===== config.mk =====
export PLATFORM = sky130hd
export DESIGN_NAME = count_sequencer_flat
export DESIGN_NICKNAME = d
export VERILOG_FILES = /design/src/rtl/count_sequencer_if.sv /design/src/rtl/count_sequencer.sv /design/src/flat_wrapper.sv
export SDC_FILE = /design/constraint.sdc
export NUM_CORES = 1
export LEC_CHECK = 0
export BUFFER_PORTS_ARGS = -buffer_cell sky130_fd_sc_hd__clkbuf_2
export CAP_MARGIN = 20
export CORE_ASPECT_RATIO = 0.9
export CORE_MARGIN = 8
export CORE_UTILIZATION = 60
export DETAILED_ROUTE_END_ITERATION = 10
export HOLD_SLACK_MARGIN = 0.12
export PLACE_DENSITY_LB_ADDON = 0.05
export SLEW_MARGIN = 20
export SYNTH_ARGS = -nofsm -noshare
export SYNTH_HDL_FRONTEND = slang
export SYNTH_SLANG_ARGS = --single-unit

===== constraint.sdc =====
create_clock -name clk -period 6.3 [get_ports clk]
set_input_delay 0 -clock clk [delete_from_list [all_inputs] [get_ports clk]]
set_output_delay 0 -clock clk [all_outputs]
set_load 0.005 [all_outputs]

===== src/rtl/count_sequencer_if.sv =====
// Command channel of count_sequencer: a run command (step, length, tick divider)
// offered over a valid/ready handshake.
interface count_sequencer_if #(
  parameter int unsigned WIDTH     = 8,
  parameter int unsigned DIV_WIDTH = 16
);
  logic                 cmd_valid;
  logic                 cmd_ready;
  logic [WIDTH-1:0]     cmd_step;
  logic [WIDTH-1:0]     cmd_len;
  logic [DIV_WIDTH-1:0] cmd_div;

  modport master (output cmd_valid, cmd_step, cmd_len, cmd_div, input  cmd_ready);
  modport slave  (input  cmd_valid, cmd_step, cmd_len, cmd_div, output cmd_ready);
endinterface


===== src/rtl/count_sequencer.sv =====
// Sequences an external up-counter: issues `len` enable pulses carrying `step`,
// spaced by a prescaler, then a one-cycle done pulse. Supports pause and abort.
module count_sequencer #(
  parameter int unsigned WIDTH     = 8,
  parameter int unsigned DIV_WIDTH = 16
) (
  input  logic             clk,
  input  logic             rst,
  count_sequencer_if.slave cmd,
  input  logic             pause,
  input  logic             abort,
  output logic             cnt_en,
  output logic [WIDTH-1:0] cnt_incr,
  output logic             busy,
  output logic             done,
  output logic [WIDTH-1:0] remaining
);

  typedef enum logic [1:0] {IDLE, RUN, DONE} state_t;

  state_t               state, state_nx;
  logic [WIDTH-1:0]     step_q, step_nx;
  logic [DIV_WIDTH-1:0] div_q, div_nx;
  logic [DIV_WIDTH-1:0] presc_q, presc_nx;
  logic [WIDTH-1:0]     rem_q, rem_nx;

  always_ff @(posedge clk or posedge rst) begin
    if (rst) begin
      state   <= IDLE;
      step_q  <= '0;
      div_q   <= '0;
      presc_q <= '0;
      rem_q   <= '0;
    end else begin
      state   <= state_nx;
      step_q  <= step_nx;
      div_q   <= div_nx;
      presc_q <= presc_nx;
      rem_q   <= rem_nx;
    end
  end

  always_comb begin
    state_nx      = state;
    step_nx       = step_q;
    div_nx        = div_q;
    presc_nx      = presc_q;
    rem_nx        = rem_q;
    cmd.cmd_ready = 1'b0;
    busy          = 1'b0;
    done          = 1'b0;
    cnt_en        = 1'b0;
    cnt_incr      = '0;
    unique case (state)
      IDLE: begin
        cmd.cmd_ready = 1'b1;
        if (cmd.cmd_valid) begin
          step_nx  = cmd.cmd_step;
          div_nx   = cmd.cmd_div;
          presc_nx = cmd.cmd_div;
          rem_nx   = cmd.cmd_len;
          state_nx = (cmd.cmd_len == '0) ? DONE : RUN;
        end
      end
      RUN: begin
        busy     = 1'b1;
        cnt_incr = step_q;
        // abort wins over pause and over a tick falling in the same cycle
        if (abort) begin
          rem_nx   = '0;
          state_nx = IDLE;
        end else if (!pause) begin
          if (presc_q == '0) begin
            cnt_en   = 1'b1;
            presc_nx = div_q;
            rem_nx   = rem_q - WIDTH'(1);
            if (rem_q == WIDTH'(1)) state_nx = DONE;
          end else begin
            presc_nx = presc_q - DIV_WIDTH'(1);
          end
        end
      end
      DONE: begin
        done     = 1'b1;
        state_nx = IDLE;
      end
      default: state_nx = IDLE;
    endcase
  end

  assign remaining = rem_q;

endmodule


===== src/flat_wrapper.sv =====
// flat-port wrapper written by rule: the top's interface ports become plain ports
module count_sequencer_flat 
#(
  parameter int unsigned WIDTH     = 8,
  parameter int unsigned DIV_WIDTH = 16
)
  (clk, rst, pause, abort, cnt_en, cnt_incr, busy, done, remaining, cmd_cmd_valid, cmd_cmd_step, cmd_cmd_len, cmd_cmd_div, cmd_cmd_ready);
  count_sequencer_if #(.WIDTH(WIDTH), .DIV_WIDTH(DIV_WIDTH)) cmd_i ();
  input  logic clk;
  input  logic rst;
  input  logic pause;
  input  logic abort;
  output logic cnt_en;
  output logic [WIDTH-1:0] cnt_incr;
  output logic busy;
  output logic done;
  output logic [WIDTH-1:0] remaining;
  input wire logic [$bits(cmd_i.cmd_valid)-1:0] cmd_cmd_valid;
  input wire logic [$bits(cmd_i.cmd_step)-1:0] cmd_cmd_step;
  input wire logic [$bits(cmd_i.cmd_len)-1:0] cmd_cmd_len;
  input wire logic [$bits(cmd_i.cmd_div)-1:0] cmd_cmd_div;
  output wire logic [$bits(cmd_i.cmd_ready)-1:0] cmd_cmd_ready;
  assign cmd_i.cmd_valid = cmd_cmd_valid;
  assign cmd_i.cmd_step = cmd_cmd_step;
  assign cmd_i.cmd_len = cmd_cmd_len;
  assign cmd_i.cmd_div = cmd_cmd_div;
  assign cmd_cmd_ready = cmd_i.cmd_ready;
  count_sequencer #(.WIDTH(WIDTH), .DIV_WIDTH(DIV_WIDTH)) u_core (.clk(clk), .rst(rst), .cmd(cmd_i), .pause(pause), .abort(abort), .cnt_en(cnt_en), .cnt_incr(cnt_incr), .busy(busy), .done(done), .remaining(remaining));
endmodule

==> impl_metrics.toml <==
[status]
status = "finished clean"

[global_routing]
grt_max_degree = 51
antenna_found_initial = 1
busiest_layer = "met2"
met1_usage_pct = 31.8
grt_pass1_vias = 2971
overflow = 0
grt_first_pass_wirelength_um = 14700
gr-usage-met2_pct = 36.6
met3_usage_pct = 4.68
track_usage_pct = 23.5

[final_layout]
drive_gt1_share_pct = 17.7
final_common_cell = "nand2_1"
layout.cells.non_filler = 502
mostFrequentLayoutCells = "nand2_1 (82), clkbuf_2 (56), dfrtp_1 (50), dlygate4sd3_1 (36)"
syn2layout_area_growth_pct = 26.0
layout.nets = 476
nFillCells = 340

[clock_network]
clk_path_buf_depth = 2
cts_tree = "done"
cts_root_buf = "clkbuf_8"
numCtsBuffers = 5
path_clk_slew_ps = 100
post_cts_resized = 0
insertion_delay_ps = 310
cts-htree-levels = 2
cts_num_sinks = 50

[worst_setup_path]
arrival_ps = 2950
r2r_slack_ps = 3500
r2r_cells = 5
crit_required_ps = 6460
worstReg2RegStart = "u_core.presc_q[3]"
reg2reg_to = "u_core.remaining[7]"
cp-end-kind = "flop"
critPathMaxFanout = 13
crit_start = "u_core.presc_q[3]"
cp-start-kind = "flop"
crit_end = "u_core.remaining[7]"
critical_path_class = "reg2reg"

[min_path]
min_path_type = "in2reg"

[detailed_routing]
drc = 0
firstDrtPassIters = 5
avgRoutedWirePerCell_um = 17.7
drt-total-wl_um = 8890
viasPerCell = 6.17
drt_iter0_markers = 412
vias = 3096
antenna_left = 0

[sta]
fin_setup_tns_ps = 0
slew_headroom_pct = 42.1
skew_ps = 14.6
finalSetupViolCount = 0
max_freq_mhz = 358
hold_viol = 0
maxSlewViolCount = 0
rsz0062_at_grt = "no"
finalCriticalPeriod_ps = 2800
hold_ws_ps = 286
finalCritPeriodShare_pct = 44.4
max_slew.worst_pin.slew_ps = 868

[logic_synthesis]
synth_seq_cells = 50
async_reset_ff_share_pct = 100
ys_warn_count = 0
synth_edf_count = 0
synthesis.nets = 396
syn_area_um2 = 2990
synth-main-ff-cell = "dfrtp_1"
synth.distinct_cells = 57
synth_area_leader_cell = "dfrtp_1"
netlist.area_leader.share_pct = 41.9
netlist_instances = 355
ys_seq_area_share_pct = 41.9
synth_area_leaders = "dfrtp_1 (42%), nand2_1 (10%), clkbuf_1 (2.5%)"
avgSynthCellArea_um2 = 8.42

[floorplan]
initial_core_util_pct = 61.8
design.core.area_um2 = 4830
die_w_um = 90.4
io_pins = 57
die_h_um = 83.0
row_count = 24
die_area_um2 = 7500

[pwr]
total_power_mw = 1.08
vdd_drop_max_mv = 0.187
power.leakage_nw = 1.73
power_density_nw_per_um2 = 288

[placed_design]
hpwl_um = 5800
place_congestion = 0.905
dp_cells = 456
port-buffer-count = 56

[flow_run]
max-cap-violations = 0
-- stage by stage --
| step | instance area (um2) | worst slack [ps] | util, % |
|---|---|---|---|
| after global placement | 3290 | 3380 | 68.0 |
| after detailed placement | 3290 | 3270 | 68.0 |
| after global routing | 3760 | 3230 | 77.9 |
| final | 3760 | 3500 | 77.9 |
| after CTS | 3740 | 3250 | 77.5 |
| after floorplan | 2990 | 4190 | - |
-- flip-flops by register name (all words and copies together), names as in the netlist --
signal            count
u_core.div_q         16
u_core.step_q         8
u_core.state          2
u_core.remaining      8
u_core.presc_q       16
-- worst max-delay path, cell delays in order (launching register included) --
cell	delay (ps)
dfrtp_1	460
nor4_1	760
nand4_1	630
buf_6	350
nor4_1	300
o32ai_1	140
-- cells by family after synthesis --
kind of cell / synth area share, %
buf+inv: 4.86
compound gates: 19.5
fa+ha+maj: 1.67
mux: 1.67
xor+xnor: 1.17
simple gates: 29.2
flops: 41.9
-- area by class of cell --
| type | count | area, um2 | area share (%) |
|---|---|---|---|
| diodes | 1 | 2.50 | 0.0665 |
| clock buffers | 6 | 82.6 | 2.19 |
| clock inverters | 2 | 16.3 | 0.432 |
| inverters | 16 | 61.3 | 1.63 |
| multi-input cells | 267 | 1600 | 42.6 |
| flip-flops and latches | 50 | 1250 | 33.2 |
| well taps | 65 | 81.3 | 2.16 |
| repair buffers | 95 | 667 | 17.7 |
-- synthesized netlist by cell type, drive strengths merged (5+ instances only) --
library cell / instances
nor3: 12
a211oi: 7
nand2: 82
inv: 16
or3: 6
nor2: 15
o211ai: 6
clkbuf: 20
or4: 9
a21oi: 12
dfrtp: 50
and2: 10
mux2i: 5
o21ai: 16
nor4: 11
-- how the worst min path moves through the flow --
stage	startpoint	end	slack (ps)	cells after the start
after floorplan	cmd_cmd_div[0]	u_core.div_q[0]	110	2
after global placement	cmd_cmd_step[4]	u_core.step_q[4]	190	3
after detailed placement	cmd_cmd_step[5]	u_core.step_q[5]	200	3
after CTS	cmd_cmd_valid	u_core.state[1]	280	4
after global routing	cmd_cmd_valid	u_core.state[1]	310	4
final	cmd_cmd_valid	u_core.state[1]	290	4
-- routing by layer --
| metal | wire length (um) | up-vias |
|---|---|---|
| met5 | 0 | - |
| met4 | 239 | 0 |
| met3 | 744 | 29 |
| met2 | 4060 | 169 |
| met1 | 3860 | 1445 |
| li1 | - | 1453 |
-- repair_timing --
item / in CTS / in global routing
buffers inserted: 0 / 0
endpoints found under the hold margin: 95 / 0
hold buffers: 36 / 0
-- report_power, final --
group	leakage, nW	total (mW)	internal, mW	switching [mW]
sequential	0.615	0.498	0.399	0.0992
clock	0.0478	0.204	0.0907	0.113
combinational	1.07	0.381	0.166	0.214
total	1.73	1.08	0.656	0.427
No activity file was read; power rests on OpenSTA's default activity.
